### config.mk
export PLATFORM = sky130hd
export DESIGN_NAME = acct_filter
export DESIGN_NICKNAME = d
export VERILOG_FILES = /design/src/rtl/acct_filter.sv
export SDC_FILE = /design/constraint.sdc
export NUM_CORES = 1
export LEC_CHECK = 0
export ABC_CLOCK_PERIOD_IN_PS = 3240
export CORE_AREA = 3 3 151 153
export CTS_CLUSTER_SIZE = 8
export DETAILED_ROUTE_END_ITERATION = 7
export DIE_AREA = 0 0 154 156
export PLACE_DENSITY = 0.7
export SKIP_LAST_GASP = 1
export SYNTH_ARGS = -nofsm -noshare
export SYNTH_HDL_FRONTEND = slang
export SYNTH_SLANG_ARGS = --single-unit
### constraint.sdc
create_clock -name clk_i -period 3.24 [get_ports clk_i]
set_input_delay 0.324 -clock clk_i [delete_from_list [all_inputs] [get_ports clk_i]]
set_output_delay 0.324 -clock clk_i [all_outputs]
set_load 0.05 [all_outputs]
### src/rtl/acct_filter.sv
// Access-control enforcement stage: forwards one request at a time when the requester's privilege is permitted.
// Optional violation log is built when ACCT_FILTER_LOG_EN is defined; otherwise the log outputs are tied to 0.
module acct_filter #(
  parameter int NB_PERIPHERALS = 9,
  parameter int IDX_W          = (NB_PERIPHERALS > 1) ? $clog2(NB_PERIPHERALS) : 1,
  parameter int AW             = 64,
  parameter int DW             = 32
) (
  input  logic                        clk_i,
  input  logic                        rst_ni,
  input  logic [4*NB_PERIPHERALS-1:0] acc_ctrl_i,
  input  logic                        req_valid_i,
  output logic                        req_ready_o,
  input  logic [AW-1:0]               req_addr_i,
  input  logic                        req_we_i,
  input  logic [DW-1:0]               req_wdata_i,
  input  logic [1:0]                  req_priv_i,
  input  logic [IDX_W-1:0]            req_periph_i,
  output logic                        dn_valid_o,
  input  logic                        dn_ready_i,
  output logic [AW-1:0]               dn_addr_o,
  output logic                        dn_we_o,
  output logic [DW-1:0]               dn_wdata_o,
  input  logic                        dn_rvalid_i,
  input  logic [DW-1:0]               dn_rdata_i,
  output logic                        rsp_valid_o,
  output logic [DW-1:0]               rsp_rdata_o,
  output logic                        rsp_err_o,
  input  logic                        viol_clr_i,
  output logic [15:0]                 viol_cnt_o,
  output logic [AW-1:0]               viol_addr_o,
  output logic [1:0]                  viol_priv_o,
  output logic                        viol_irq_o
);

  // state | meaning
  // IDLE  | ready for a new request
  // CHECK | permission lookup on the latched request
  // FWD   | presenting request downstream
  // WAIT  | waiting for downstream response
  // RESP  | one-cycle good response upstream
  // ERR   | one-cycle error response, violation logged
  typedef enum logic [2:0] {IDLE, CHECK, FWD, WAIT, RESP, ERR} state_e;

  state_e            state_q, state_d;
  logic [AW-1:0]     addr_q;
  logic              we_q;
  logic [DW-1:0]     wdata_q;
  logic [1:0]        priv_q;
  logic [IDX_W-1:0]  periph_q;
  logic [DW-1:0]     rdata_q;
  logic [3:0]        nibble;
  logic              allowed;
  logic              unused_nib2;

  // Out-of-range indices match no nibble and therefore read as all-deny.
  always_comb begin
    nibble = 4'h0;
    for (int p = 0; p < NB_PERIPHERALS; p++) begin
      if (periph_q == IDX_W'(p)) nibble = acc_ctrl_i[4*p +: 4];
    end
  end

  assign unused_nib2 = nibble[2];
  assign allowed = ((priv_q == 2'b11) & nibble[3]) |
                   ((priv_q == 2'b01) & nibble[1]) |
                   ((priv_q == 2'b00) & nibble[0]);

  always_comb begin
    state_d = state_q;
    case (state_q)
      IDLE:    if (req_valid_i) state_d = CHECK;
      CHECK:   state_d = allowed ? FWD : ERR;
      FWD:     if (dn_ready_i) state_d = dn_rvalid_i ? RESP : WAIT;
      WAIT:    if (dn_rvalid_i) state_d = RESP;
      RESP:    state_d = IDLE;
      ERR:     state_d = IDLE;
      default: state_d = IDLE;
    endcase
  end

  always_ff @(posedge clk_i or negedge rst_ni) begin
    if (!rst_ni) begin
      state_q  <= IDLE;
      addr_q   <= '0;
      we_q     <= 1'b0;
      wdata_q  <= '0;
      priv_q   <= 2'b00;
      periph_q <= '0;
      rdata_q  <= '0;
    end else begin
      state_q <= state_d;
      if (state_q == IDLE && req_valid_i) begin
        addr_q   <= req_addr_i;
        we_q     <= req_we_i;
        wdata_q  <= req_wdata_i;
        priv_q   <= req_priv_i;
        periph_q <= req_periph_i;
      end
      if ((state_q == FWD && dn_ready_i && dn_rvalid_i) || (state_q == WAIT && dn_rvalid_i))
        rdata_q <= dn_rdata_i;
    end
  end

  assign req_ready_o = (state_q == IDLE);
  assign dn_valid_o  = (state_q == FWD);
  assign dn_addr_o   = addr_q;
  assign dn_we_o     = we_q;
  assign dn_wdata_o  = wdata_q;
  assign rsp_valid_o = (state_q == RESP) || (state_q == ERR);
  assign rsp_err_o   = (state_q == ERR);
  assign rsp_rdata_o = (state_q == RESP && !we_q) ? rdata_q : '0;

`ifdef ACCT_FILTER_LOG_EN
  logic [15:0]   viol_cnt_q, viol_cnt_d;
  logic [AW-1:0] viol_addr_q, viol_addr_d;
  logic [1:0]    viol_priv_q, viol_priv_d;

  // A clear coincident with a violation restarts the log with that violation.
  always_comb begin
    viol_cnt_d  = viol_cnt_q;
    viol_addr_d = viol_addr_q;
    viol_priv_d = viol_priv_q;
    if (viol_clr_i) begin
      viol_cnt_d  = '0;
      viol_addr_d = '0;
      viol_priv_d = 2'b00;
    end
    if (state_q == ERR) begin
      if (viol_clr_i || viol_cnt_q == 16'h0000) begin
        viol_addr_d = addr_q;
        viol_priv_d = priv_q;
      end
      if (viol_clr_i)                    viol_cnt_d = 16'h0001;
      else if (viol_cnt_q != 16'hFFFF)   viol_cnt_d = viol_cnt_q + 16'h0001;
    end
  end

  always_ff @(posedge clk_i or negedge rst_ni) begin
    if (!rst_ni) begin
      viol_cnt_q  <= '0;
      viol_addr_q <= '0;
      viol_priv_q <= 2'b00;
    end else begin
      viol_cnt_q  <= viol_cnt_d;
      viol_addr_q <= viol_addr_d;
      viol_priv_q <= viol_priv_d;
    end
  end

  assign viol_cnt_o  = viol_cnt_q;
  assign viol_addr_o = viol_addr_q;
  assign viol_priv_o = viol_priv_q;
  assign viol_irq_o  = (viol_cnt_q != 16'h0000);
`else
  logic unused_clr;
  assign unused_clr  = viol_clr_i;
  assign viol_cnt_o  = '0;
  assign viol_addr_o = '0;
  assign viol_priv_o = 2'b00;
  assign viol_irq_o  = 1'b0;
`endif

endmodule

==> results_dict.tcl <==
set metrics [dict create \
    cts_htree_levels 4 \
    skew_ns 0.01801 \
    path_max_fanout 21 \
    clock_sinks 138 \
    reg2reg_from "periph_q[0]" \
    layout_common_cells "clkdlybuf4s50_1, dfrtp_1, mux2_2, conb_1, and2_1" \
    setup_viol 0 \
    criticalPathCategory "register to primary output" \
    vdd_drop_max_mv 0.6902 \
    synth_area_sq_um 6509 \
    antenna_cells 0 \
    r2r_slack_ns 1.02 \
    initial_utilization_pct 30.01 \
    grt_pass1_wl_um 26890 \
    dp_hpwl_um 13700 \
    synth_seq_cells 138 \
    cts_root_buffer "clkbuf_16" \
    num_rows 54 \
    r2r-end "state_q[0]" \
    fillers 2011 \
    drtAntennaViolNets 0 \
    grt_max_degree 68 \
    drv_slew 0 \
    grt_pass1_vias 4989 \
    routed_via_density 4.272 \
    area_growth_pct 53.90 \
    post-cts-setup-buffers 0 \
    multi_input_area_sq_um 2541 \
    finalSetupTns_ns 0 \
    fin_cells 1082 \
    io_pins 393 \
    finalWeightedCongestion 0.7415 \
    required_ns 2.92 \
    ys_types 37 \
    cts-resized-gates 0 \
    grt-ovfl-total 0 \
    first_pass_iters 6 \
    drive_gt1_share_pct 21.70 \
    final_nets 966 \
    clk_latency_ns 0.42 \
    tightest_slew_ns 0.7498 \
    die_h_um 156 \
    yosysSeqAreaShare_pct 53.06 \
    drc_errors 0 \
    track_usage_pct 14.28 \
    finalHoldViolations 0 \
    status "finished clean" \
    core_sq_um 21690 \
    worst_setup_hold_path_clk_slew_ns 0.07 \
    numPortBuffers 299 \
    avgSynthCellArea_sq_um 13.28 \
    regArea_sq_um 3453 \
    drt-total-wl_um 17700 \
    cp.arrival_ns 2.48 \
    drt_iter0_drc 126 \
    syn-instance-count 490 \
    placed_cells 1049 \
    clock.fmax_mhz 356.4 \
    crit_chain "nor4_2 -> buf_4 -> and2_1 -> clkdlybuf4s50_1" \
    fin_crit_ns 2.806 \
    cts_buffer_depth 2 \
    power.density_nw_per_um2 1138 \
    cts_tree "built" \
    period_share_pct 86.60 \
    slowest_stage "clkdlybuf4s50_1" \
    p_leak_uw 0.004174 \
    cts_buffers 17 \
    dieArea_sq_um 24020 \
    p_total_uw 11400 \
    r2r_cells 6 \
    min_path_type "input pin to asynchronous set/reset pin" \
    crit_path_start_kind "register" \
    wl_per_cell_um 16.35 \
    vias 4622 \
    critPathMaxStageDelay_ns 0.81 \
    slew_headroom_pct 50.02 \
    ys_warn_count 0 \
    rsz0062_at_grt "no" \
    drv_cap 0 \
    final_common_cell "clkdlybuf4s50_1" \
    crit_path_end_kind "primary output" \
    die_w_um 154 \
    antenna_found_initial 0 \
]
where the power goes:
group          internal [uW]  switching (uW)  total (uW)  leakage [uW]
Clock                   1090             836        1930      0.000281
Combinational           2440            3830        6270       0.00225
Sequential              2610             592        3200       0.00164
Total                   6140            5260       11400       0.00417
cell families (layout without fill, tap and decap cells):
group | after synthesis | in the layout | share of synthesized area [%]
AOI/OAI and AO/OA | 30 | 30 | 3.345
buffers and inverters | 111 | 341 | 12.88
DFF | 138 | 138 | 53.06
muxes | 143 | 143 | 24.59
other | 1 | 83 | 0.05761
and+or+nand+nor | 67 | 67 | 6.074
worst max path at each step:
| stage | endpoint | start | cells past startpoint |
|---|---|---|---|
| 2_1_floorplan | dn_addr_o[45] | state_q[1] | 7 |
| 3_3_place_gp | rsp_rdata_o[29] | state_q[1] | 4 |
| 3_5_place_dp | rsp_rdata_o[29] | state_q[1] | 4 |
| 4_1_cts | rsp_rdata_o[29] | state_q[1] | 4 |
| 5_1_grt | rsp_rdata_o[21] | state_q[1] | 4 |
| 6_report | rsp_rdata_o[29] | state_q[1] | 4 |
layout make-up:
type	instances	area share, %
timing repair buffer	307	30.76
multi-input combinational	323	25.37
sequential	138	34.47
clock buffer	18	4.284
tap	280	3.497
clock inverter	14	1.536
inverter	2	0.07494
layer usage:
| metal | track usage [%] | wire length [um] |
|---|---|---|
| met1 | 14.44 | 6199 |
| met2 | 25.44 | 9025 |
| met3 | 7.074 | 2103 |
| met4 | 5.299 | 367 |
| met5 | 0 | 0 |
cell usage after synthesis (all sizes together):
cell type    n  area (sq um)
inv          2         7.510
buf        104         809.5
clkbuf       5         21.27
nor2b        4         25.02
nand2        4         15.01
a31o         2         17.52
o21ai        7         35.03
nand2b       3         18.77
mux2       135          1520
dfrtp      138          3453
nor3b        1         7.510
a211oi       3         22.52
nor4         1         6.260
a221oi       1         8.760
a22oi        1         7.510
conb         1         3.750
nand3b       2         15.01
a2111oi      1         15.01
a31oi        1         6.260
nor2        12         45.04
o211ai       3         22.52
nor4b        1         8.760
o32ai        1         16.27
a2bb2oi      1         8.760
a311oi       1         15.01
a21oi        7         35.03
and2        35         219.0
nor3         3         25.02
and4b        1         10.01
mux2i        8         80.08
o31ai        1         7.510
per-stage QoR:
| step | hold slack, ns | instance area, sq um | util, % | setup slack [ns] |
|---|---|---|---|---|
| after floorplan | 0.02841 | 6817 | - | 0.9789 |
| after global placement | 0.3767 | 9424 | 43.45 | 0.8790 |
| after detailed placement | 0.3732 | 9424 | 43.45 | 0.8192 |
| after CTS | 0.4778 | 10020 | 46.19 | 0.3609 |
| after global routing | 0.4853 | 10020 | 46.19 | 0.2966 |
| final | 0.4572 | 10020 | 46.19 | 0.4341 |
registers in the layout, indices dropped and copies added, names as in the netlist:
name,flops
dn_wdata_o,32
state_q,3
dn_addr_o,64
dn_we_o,1
rdata_q,32
priv_q,2
periph_q,4
worst max-delay path, delay by kind of cell, from the launching register on:
family | cells | cell delay (ns)
buf+inv | 2 | 1.07
flops | 1 | 0.47
simple gates | 2 | 0.53
what timing repair did:
item | CTS | global route
endpoints found under the setup margin | 0 | 0
endpoints found under the hold margin | 65 | 0
hold buffers | 1 | 0
No activity file was read; power rests on OpenSTA's default activity.
